## src/rtl/spi_byte_master.sv

```systemverilog
// SPI mode-0 byte shift engine: MSB-first transmit on mosi, capture of miso on rising sck.
// The control unit owns nCS; this block only reports spi_busy / byte_done.
module spi_byte_master #(
   parameter int unsigned CLK_DIV = 4
) (
   input  logic       clk,
   input  logic       reset,
   input  logic       load_data,
   input  logic [7:0] tx_data,
   input  logic       miso,
   output logic       spi_busy,
   output logic       byte_done,
   output logic [7:0] rx_data,
   output logic       sck,
   output logic       mosi
);

   typedef enum logic [1:0] {
      IDLE   = 2'd0,
      SCK_LO = 2'd1,
      SCK_HI = 2'd2,
      DONE   = 2'd3
   } state_t;

   localparam logic [7:0] DIV_LAST = 8'(CLK_DIV - 1);

   state_t     state_r;
   logic [6:0] tx_sr_r;   // bit 7 goes straight to mosi on acceptance, only the tail is kept
   logic [7:0] rx_sr_r;
   logic [7:0] div_r;
   logic [2:0] bit_r;

   // Transfer sequencer; every output is driven from a flop.
   always_ff @(posedge clk or negedge reset) begin
      if (!reset) begin
         state_r   <= IDLE;
         tx_sr_r   <= 7'h00;
         rx_sr_r   <= 8'h00;
         div_r     <= 8'h00;
         bit_r     <= 3'd0;
         spi_busy  <= 1'b0;
         byte_done <= 1'b0;
         rx_data   <= 8'h00;
         sck       <= 1'b0;
         mosi      <= 1'b0;
      end else begin
         byte_done <= 1'b0;
         case (state_r)
            IDLE: begin
               sck <= 1'b0;
               if (load_data) begin
                  tx_sr_r  <= tx_data[6:0];
                  mosi     <= tx_data[7];
                  spi_busy <= 1'b1;
                  div_r    <= 8'h00;
                  bit_r    <= 3'd0;
                  state_r  <= SCK_LO;
               end else begin
                  mosi     <= 1'b0;
                  spi_busy <= 1'b0;
               end
            end
            SCK_LO: begin
               if (div_r == DIV_LAST) begin
                  sck     <= 1'b1;
                  rx_sr_r <= {rx_sr_r[6:0], miso};
                  div_r   <= 8'h00;
                  state_r <= SCK_HI;
               end else begin
                  div_r <= div_r + 8'd1;
               end
            end
            SCK_HI: begin
               if (div_r == DIV_LAST) begin
                  sck   <= 1'b0;
                  div_r <= 8'h00;
                  // mosi only moves on the falling edge so the slave sees stable data at rise
                  if (bit_r == 3'd7) begin
                     state_r <= DONE;
                  end else begin
                     tx_sr_r <= {tx_sr_r[5:0], 1'b0};
                     mosi    <= tx_sr_r[6];
                     bit_r   <= bit_r + 3'd1;
                     state_r <= SCK_LO;
                  end
               end else begin
                  div_r <= div_r + 8'd1;
               end
            end
            DONE: begin
               spi_busy  <= 1'b0;
               byte_done <= 1'b1;
               rx_data   <= rx_sr_r;
               mosi      <= 1'b0;
               sck       <= 1'b0;
               state_r   <= IDLE;
            end
            default: begin
               spi_busy <= 1'b0;
               sck      <= 1'b0;
               mosi     <= 1'b0;
               state_r  <= IDLE;
            end
         endcase
      end
   end

endmodule

```

## config.mk

```make
export PLATFORM = sky130hd
export DESIGN_NAME = spi_byte_master
export DESIGN_NICKNAME = d
export VERILOG_FILES = /design/src/rtl/spi_byte_master.sv
export SDC_FILE = /design/constraint.sdc
export NUM_CORES = 1
export LEC_CHECK = 0
export BUFFER_PORTS_ARGS = -buffer_cell sky130_fd_sc_hd__buf_2
export CORE_ASPECT_RATIO = 0.7
export CORE_UTILIZATION = 51
export CTS_CLUSTER_SIZE = 40
export DETAILED_ROUTE_END_ITERATION = 12
export PLACE_DENSITY = 0.79
export SLEW_MARGIN = 10
export SYNTH_ARGS = -nofsm -noshare
export SYNTH_HDL_FRONTEND = slang
export SYNTH_SLANG_ARGS = --single-unit
```

## constraint.sdc

```tcl
create_clock -name clk -period 1.75 [get_ports clk]
set_clock_uncertainty 0.05 [all_clocks]
set_input_delay 0.525 -clock clk [delete_from_list [all_inputs] [get_ports clk]]
set_output_delay 0.525 -clock clk [all_outputs]
set_load 0.02 [all_outputs]
```

After elaboration in Yosys (flattened, before gate mapping)
Cells that the tools add are included.
{"block": "totals", "reg_bits": 40, "latch_bits": 0, "mem_bits_rw": 0, "rom_bits": 0, "out_inout_bits": 12, "wordCells": 60, "n_memories": 0}
{"block": "classes", "addsub": 2, "mul": 0, "div_mod_pow": 0, "order_cmp": 0, "eq_ne": 9, "shift": 0, "mux": 26, "n_bitwise": 0, "reduce_logical": 13}
{"operator": "two-way mux 7 bit", "n": 3}
{"operator": "two-way mux 8 bit", "n": 2}
{"operator": "case mux 8 bit (2 select lines)", "n": 1}
{"operator": "case mux 7 bit (2 select lines)", "n": 1}
{"operator": "two-way mux 3 bit", "n": 3}
{"operator": "adder 8 x 1 -> 8 bit, second input constant", "n": 1}
{"operator": "== test 8 x 2 -> 1 bit, second input constant", "n": 1}
{"operator": "two-way mux 2 bit", "n": 4}
{"operator": "!= test 2 bit, second input constant", "n": 4}
{"operator": "case mux 2 bit (4 select lines)", "n": 1}
{"operator": "two-way mux 1 bit", "n": 7}
{"operator": "case mux 1 bit (3 select lines)", "n": 2}
{"operator": "case mux 3 bit (2 select lines)", "n": 1}
{"operator": "AND reduction 2 bit", "n": 3}
{"operator": "AND reduction 3 bit", "n": 2}
{"operator": "nonzero test 2 bit", "n": 3}
{"operator": "== test 2 bit, second input constant", "n": 2}
{"operator": "AND reduction 4 bit", "n": 1}
{"operator": "OR reduction 2 bit", "n": 2}
{"operator": "adder 3 x 1 -> 3 bit, second input constant", "n": 1}
{"operator": "== test 3 bit, second input constant", "n": 1}
{"operator": "nonzero test 3 bit", "n": 1}
{"operator": "== test 2 x 1 -> 1 bit, second input constant", "n": 1}
{"operator": "logical NOT 2 bit", "n": 1}
{"operator": "case mux 1 bit (2 select lines)", "n": 1}

Depth between registers and ports, before layout
Gate-level depths: netlist of run 1.
{"block": "logic_depth", "depth_word": 4, "depth_mapped": 8, "mapped_depth_nobuf": 6}

Least setup slack after synthesis of run 1
No wires, ideal clock.
{"block": "synth_path", "path_type": "flip-flop to flip-flop", "from": "register state_r[0]", "to": "register div_r[4]", "setup_ps": 69, "arrival_ps": 1755, "required_ps": 1631, "setup_slack_ps": -123, "stages_incl_launch_ff": 7, "path_buffers": 0, "period_less_slack_ps": 1873, "cell_sequence": "dfrtp_1 > inv_1 > ha_1 > mux2_2 > o211ai_4 > or3_2 > nand3_1"}
{"block": "synth_via", "elab_chain_len": 4}
{"element": "start: declaration", "line_no": "27", "rtl": "state_t state_r;"}
{"element": "start signal: assignment", "line_no": "36", "rtl": "state_r <= IDLE;"}
{"element": "start signal: assignment", "line_no": "57", "rtl": "state_r <= SCK_LO;"}
{"element": "start signal: assignment", "line_no": "68", "rtl": "state_r <= SCK_HI;"}
{"element": "== test 2 bit / == test 2 x 1 -> 1 bit (equally long branches)", "line_no": "48", "rtl": "case (state_r)"}
{"element": "OR reduction 2 bit (no line)"}
{"element": "nonzero test 2 bit (no line)"}
{"element": "AND reduction 2 bit (no line)"}
{"element": "end signal: assignment", "line_no": "70", "rtl": "div_r <= div_r + 8'd1;"}
{"element": "end signal: assignment", "line_no": "87", "rtl": "div_r <= div_r + 8'd1;"}
{"element": "end: declaration", "line_no": "30", "rtl": "logic [7:0] div_r;"}
Parallel ways exist; a longest one is shown, timed or not.
A chain may end at the register's enable or synchronous reset.

Final worst setup path of run 1
{"block": "layout_path", "from": "register div_r[0]", "to": "register state_r[1]"}
{"block": "layout_via", "elab_chain_len": 3}
{"element": "== test 8 x 2 -> 1 bit (*)", "line_no": "64, 74"}
{"element": "!= test 2 bit (no line)"}
{"element": "AND reduction 3 bit (no line) (*)"}
{"element": "end signal: assignment", "line_no": "68"}
{"element": "end signal: assignment", "line_no": "79", "rtl": "state_r <= DONE;"}
{"element": "end signal: assignment", "line_no": "84", "rtl": "state_r <= SCK_LO;"}
Every way passes the cells marked *; elsewhere a longest branch is shown, timed or not.

==> run_results.csv, run 1 <==
group,metric,value,unit
run_status,failed_checks,"negative setup slack",
pwr,power.leakage,1.21,nW
timing,setup_tns,-1.29,ns
finish,mostFrequentLayoutCell,"dfrtp_1",
grt,gr-total-overflow,0,
grt,track_usage,24.8,%
timing,period_share,106,%
grt,grt_max_degree,41,
clock_network,clkSinkCount,40,
synthesis,yosysSeqAreaShare,53.1,%
grt,grt_pass1_vias,1453,
clock_network,tritoncts,"yes",
pwr,ir_worst_vdd,0.000533,V
synthesis,syn_area,1890,µm²
floorplanning,ios,24,
worst_setup_path,cp_max_fo,4,
finish,fill_cells,231,
clock_network,clkLatencyLatePin,0.30,ns
synthesis,synth_compound_area_share,13.5,%
synthesis,synth_top_family_by_area,"simple AND/OR/NAND/NOR gates",
worst_setup_path,rrSetupSlack,-0.11,ns
route,firstDrtPassIters,4,
finish,antenna_cells,0,
timing,drv_slew,0,
run_status,outcome,"complete, but fails checks",
finish,nNetsFinal,236,
route,detail_route.vias_per_cell,5.71,
finish,final_area,2510,µm²
worst_setup_path,end_kind,"flop",
route,drt_wl_total,4520,µm
worst_setup_path,r2r_start,"div_r[0]",
clock_network,path_clk_slew,0.07,ns
timing,period_needed,1.86,ns
clock_network,cts-root-buf,"clkbuf_8",
timing,setup_viol,23,
route,via_count,1520,
synthesis,ys_seq_elements,40,
pwr,clkPwrFrac,38.2,%
clock_network,htreeDepth,2,
clock_network,cts_buffers,5,
finish,regArea,1000,µm²
worst_setup_path,worst_setup_path_start_kind,"flop",
worst_hold_path,worstHoldPathType,"input port to asynchronous set/reset pin",
route,wl_per_cell,17.0,µm
pwr,netSwitchingPower,0.354,mW
finish,drive_gt1_share,46.8,%
floorplanning,die_h,52.9,µm
synthesis,synth_warnings,0,
pwr,p_per_area,623,nW/µm²
floorplanning,die_w,74.7,µm
pwr,sw_frac_of_total,22.6,%
finish,multi_input_area,968,µm²
placed_design,globalplace.congestion,0.911,
finish,fin_util,70.9,%
finish,final_cell_mix,"dfrtp_1 (40), buf_4 (25), buf_2 (23), mux2_2 (16), nand2_1 (11)",
synthesis,post_synth_mux_area_share,11.3,%
placed_design,portBuffers,23,
grt,grt_pass1_wl,6870,µm
worst_setup_path,crit_arrival,2.02,ns
finish,area_delta_synth_final,33.0,%
timing,hold_viol_final,0,
synthesis,synth.avg_cell_area,11.9,µm²
synthesis,synth_nets,179,
synthesis,synth_fa_ha_area_share,5.31,%
synthesis,yosys.area_share.simple,14.9,%
worst_setup_path,path_class,"flop to flop",
floorplanning,placementRows,18,
placed_design,placed_area,2240,µm²
pwr,seq_power_share,59.2,%
synthesis,synth_xor_area_share,0,%
floorplanning,coreArea,3540,µm²
timing,rsz0062_at_grt,"true",
timing,timing.final.ws_setup,-0.113,ns
route,initialDrtViolationCount,120,
placed_design,hpwl,2830,µm
timing,clock.fmax,0.537,GHz
pwr,power_frac_comb,2.7,%
floorplanning,start_util,53.4,%
floorplanning,die_area,3950,µm²
timing,maxSlewHeadroom,81.8,%
synthesis,syn_inst,159,
pwr,p_int,1.21,mW
run,cap_violations,0,
synthesis,ys_types,39,
route,drtAntennaViolNets,0,
placed_design,dpl_worst_slack,-0.108,ns
worst_setup_path,worst_setup_path_startpoint,"div_r[0]",
worst_setup_path,required,1.91,ns
timing,worst_pin_slew,0.265,ns
grt,antenna_found_initial,0,
clock_network,cts_max_path_buffers,2,
clock_network,cts_hold_buf,0,
route,drc,0,
power groups by stage:
stage | Combinational, mW | Clock (mW) | Sequential (mW)
floorplan | 0.00252 | 0 | 0.944
global placement | 0.0395 | 0 | 0.944
detailed placement | 0.0417 | 0 | 0.944
CTS | 0.0419 | 0.605 | 0.925
global route | 0.0475 | 0.641 | 0.926
finish | 0.0415 | 0.597 | 0.925
cell usage after synthesis:
library cell / n / area, µm²
o21ai_0: 6 / 30.0
a21o_1: 1 / 7.51
dfrtp_1: 40 / 1000
nand2_2: 1 / 6.26
o21a_1: 7 / 52.6
inv_1: 5 / 18.8
or4b_4: 1 / 13.8
and4_1: 1 / 8.76
o21ai_1: 1 / 5.00
a22o_1: 2 / 17.5
nor3b_1: 2 / 15.0
nor2_1: 3 / 11.3
nor2b_1: 3 / 18.8
nand2_1: 13 / 48.8
a21oi_1: 1 / 5.00
or3_2: 2 / 15.0
nand2b_1: 1 / 6.26
o32a_1: 1 / 10.0
nor4b_1: 1 / 8.76
o211ai_4: 1 / 21.3
nor4_1: 1 / 6.26
nand3b_1: 1 / 7.51
o31a_1: 1 / 8.76
mux2i_1: 1 / 10.0
nor2_4: 1 / 11.3
mux2_2: 18 / 203
a31oi_1: 1 / 6.26
clkbuf_1: 2 / 7.51
o22a_1: 8 / 70.1
ha_1: 8 / 100
nand4_1: 1 / 6.26
or3_1: 3 / 18.8
nand3_1: 12 / 60.1
o211ai_1: 1 / 7.51
a22oi_1: 1 / 7.51
nor3_1: 2 / 10.0
o22ai_1: 1 / 6.26
buf_2: 2 / 10.0
nand4b_1: 1 / 8.76
critical path: stages, from the launching register on:
cell,delay (ns)
dfrtp_1,0.36
ha_2,0.20
or4b_4,0.52
o22a_1,0.23
o31a_1,0.25
a31oi_1,0.17
routing by layer:
layer / track usage (%) / vias to the layer above / part of all wire [%]
met5: 0 / - / 0
met4: 5.97 / 0 / 1.2
met3: 7.62 / 6 / 4.8
met2: 39.0 / 54 / 50
met1: 33.7 / 759 / 44
li1: - / 701 / -
cell type report:
type / instances / share of cell area [%]
inverters: 5 / 0.748
clock buffers: 5 / 2.74
repair buffers: 53 / 15.0
clock inverters: 2 / 0.499
multi-input cells: 111 / 38.6
well taps: 50 / 2.49
flip-flops and latches: 40 / 39.9
flip-flops by register name (all words and copies together) (netlist names):
register / cells
rx_data: 8
byte_done: 1
rx_sr_r: 8
div_r: 8
spi_busy: 1
sck: 1
tx_sr_r: 7
mosi: 1
bit_r: 3
state_r: 2
cells by family after synthesis:
| logic type | after synthesis |
|---|---|
| buffers and inverters | 9 |
| adders and majority gates | 8 |
| muxes | 19 |
| AOI/OAI and AO/OA | 33 |
| DFF | 40 |
| and+or+nand+nor | 50 |
path summary, 6_finish.rpt:
| check | to | cells after the start |
|---|---|---|
| worst max-delay path | state_r[1] | 5 |
| worst min-delay path | div_r[6] | 2 |
| worst max register to register | state_r[1] | 5 |
| worst min register to register | tx_sr_r[5] | 1 |
| max in group asynchronous | tx_sr_r[1] | 2 |
| min in group clk | rx_sr_r[0] | 2 |
metrics by stage:
step	hold slack, ns	std cells	power (mW)
3_3_place_gp	0.419	247	0.983
4_1_cts	0.140	261	1.57
5_1_grt	0.146	266	1.61
2_1_floorplan	0.179	159	0.946
6_report	0.132	266	1.56
3_5_place_dp	0.436	247	0.986
timing repair:
item | 4_1_cts | 5_1_grt
gates resized for setup | 13 | 10
endpoints found under the setup margin | 26 | 29
pin swaps | 6 | 11
gates cloned | 2 | 0
hold endpoints to repair | 0 | 0
setup buffers | 5 | 5
Power figures use the tool's default switching activity.
==> run 2: changes to the inputs <==
CORE_UTILIZATION = 53   (was 51)
CTS_BUF_LIST = sky130_fd_sc_hd__clkbuf_4 sky130_fd_sc_hd__clkbuf_8   (was default)
PLACE_DENSITY = 0.82   (was 0.79)
==> run_results.csv, run 2 (synthesis results as in run 1) <==
group,metric,value,unit
run_status,failed_checks,"negative setup slack",
finish,multi_input_area,965,µm²
route,drt_wl_total,4430,µm
floorplanning,ios,24,
worst_setup_path,crit_arrival,1.99,ns
route,via_count,1545,
clock_network,cts-root-buf,"clkbuf_8",
clock_network,cts_buffers,5,
worst_setup_path,crit_cells,4,
floorplanning,die_w,73.3,µm
placed_design,dp_cells,244,
worst_setup_path,rrSetupSlack,-0.08,ns
worst_hold_path,worstHoldPathType,"input port to asynchronous set/reset pin",
timing,clock.fmax,0.546,GHz
route,detail_route.vias_per_cell,5.92,
worst_setup_path,slowest_delay,0.62,ns
route,wl_per_cell,17.0,µm
timing,period_needed,1.83,ns
timing,drv_slew,0,
floorplanning,placementRows,17,
placed_design,hpwl,3040,µm
placed_design,dpl_worst_slack,-0.111,ns
timing,rsz0062_at_grt,"true",
worst_setup_path,cp-endpoint,"state_r[1]",
timing,setup_tns,-0.919,ns
finish,drive_gt1_share,46.3,%
route,drtAntennaViolNets,0,
finish,final_cells,261,
floorplanning,start_util,57.6,%
finish,fin_util,75.6,%
pwr,power.leakage,1.20,nW
finish,final_cell_mix,"dfrtp_1 (40), buf_4 (23), buf_2 (23), mux2_2 (17), nand2_1 (12)",
finish,fill_cells,220,
timing,hold_viol_final,0,
worst_setup_path,r2r_start,"div_r[4]",
worst_setup_path,cp_cell_sequence,"or4b_4 -> o22a_1 -> o31a_1 -> a31oi_1",
placed_design,globalplace.congestion,0.943,
grt,grt_max_degree,25,
floorplanning,die_h,51.9,µm
timing,setup_viol,20,
clock_network,path_clk_slew,0.08,ns
finish,regArea,1000,µm²
run_status,outcome,"complete, but fails checks",
clock_network,htreeDepth,2,
clock_network,clkSinkCount,40,
pwr,p_per_area,628,nW/µm²
route,initialDrtViolationCount,158,
worst_setup_path,worst_setup_path_start_kind,"flop",
worst_setup_path,cp_max_fo,4,
worst_setup_path,worst_setup_path_startpoint,"div_r[4]",
floorplanning,die_area,3810,µm²
grt,grt_pass1_vias,1462,
clock_network,tritoncts,"yes",
finish,nNetsFinal,234,
grt,gr-total-overflow,0,
worst_setup_path,end_kind,"flop",
finish,area_delta_synth_final,31.3,%
route,drc,0,
worst_setup_path,r2r_cells,4,
worst_setup_path,r2r-end,"state_r[1]",
timing,maxSlewHeadroom,69.8,%
finish,biggestRegsByFlops,"div_r (8), rx_data (8), rx_sr_r (8)",
clock_network,clkLatencyLatePin,0.30,ns
worst_setup_path,path_class,"flop to flop",
run,cap_violations,0,
worst_setup_path,crit_family,"compound AO/OA/AOI/OAI gates",
timing,timing.final.ws_setup,-0.0815,ns
pwr,ir_worst_vdd,0.000471,V
worst_setup_path,cp.buffers_inverters,0,
worst_setup_path,required,1.91,ns
placed_design,portBuffers,23,
grt,track_usage,26.5,%
worst_setup_path,critPathSlowestCell,"or4b_4",
timing,period_share,105,%
route,firstDrtPassIters,4,
finish,antenna_cells,0,
grt,antenna_found_initial,0,
floorplanning,coreArea,3280,µm²
grt,grt_pass1_wl,7120,µm
timing,worst_pin_slew,0.453,ns
finish,mostFrequentLayoutCell,"dfrtp_1",
clock_network,cts_max_path_buffers,2,
## run 2: worst min-delay path by stage
stage	from	endpoint	slack [ns]	depth (start not counted)
after floorplan	reset	bit_r[0]	0.18	0
after global placement	tx_sr_r[5]	tx_sr_r[5]	0.42	1
after detailed placement	tx_sr_r[4]	tx_sr_r[4]	0.44	1
after CTS	reset	tx_sr_r[4]	0.13	1
after global routing	reset	tx_sr_r[4]	0.14	1
final	reset	div_r[6]	0.11	1
## run 2: layout make-up
| class | instances | area share (%) |
|---|---|---|
| clock buffer | 5 | 2.78 |
| clock inverter | 2 | 0.505 |
| inverter | 5 | 0.758 |
| multi-input combinational | 111 | 38.9 |
| sequential | 40 | 40.4 |
| tap | 47 | 2.37 |
| timing repair buffer | 51 | 14.2 |
## run 2: per-layer routing
metal	global-route usage, %	up-vias	routed length (µm)
met5	0	-	0
li1	-	699	-
met3	6.98	9	235
met1	33.5	785	1940
met4	14.1	0	86
met2	42.1	52	2170
## run 2: where the power goes
part | internal, mW | total (mW) | switching, mW
clock | 0.270 | 0.589 | 0.319
sequential | 0.925 | 0.926 | 0.000823
combinational | 0.0149 | 0.0404 | 0.0255
total | 1.21 | 1.56 | 0.346
## run 2: worst register-to-register path, cell delays in order (launching register included)
cell	delay, ns
dfrtp_1	0.44
or4b_4	0.62
o22a_1	0.24
o31a_1	0.25
a31oi_1	0.15
## run 2: stage by stage
| stage | power [mW] | hold slack [ns] | area [µm²] |
|---|---|---|---|
| floorplan | 0.946 | 0.179 | 1930 |
| detailed placement | 0.985 | 0.437 | 2230 |
| CTS | 1.57 | 0.128 | 2410 |
| global route | 1.61 | 0.142 | 2480 |
| global placement | 0.984 | 0.423 | 2230 |
| finish | 1.56 | 0.115 | 2480 |
## run 2: what timing repair did
action	4_1_cts	5_1_grt
gates resized for setup	9	15
cloned	1	1
buffers inserted	6	2
endpoints found under the setup margin	26	29
hold buffers	0	0
hold endpoints to repair	0	0
pin swaps	6	6
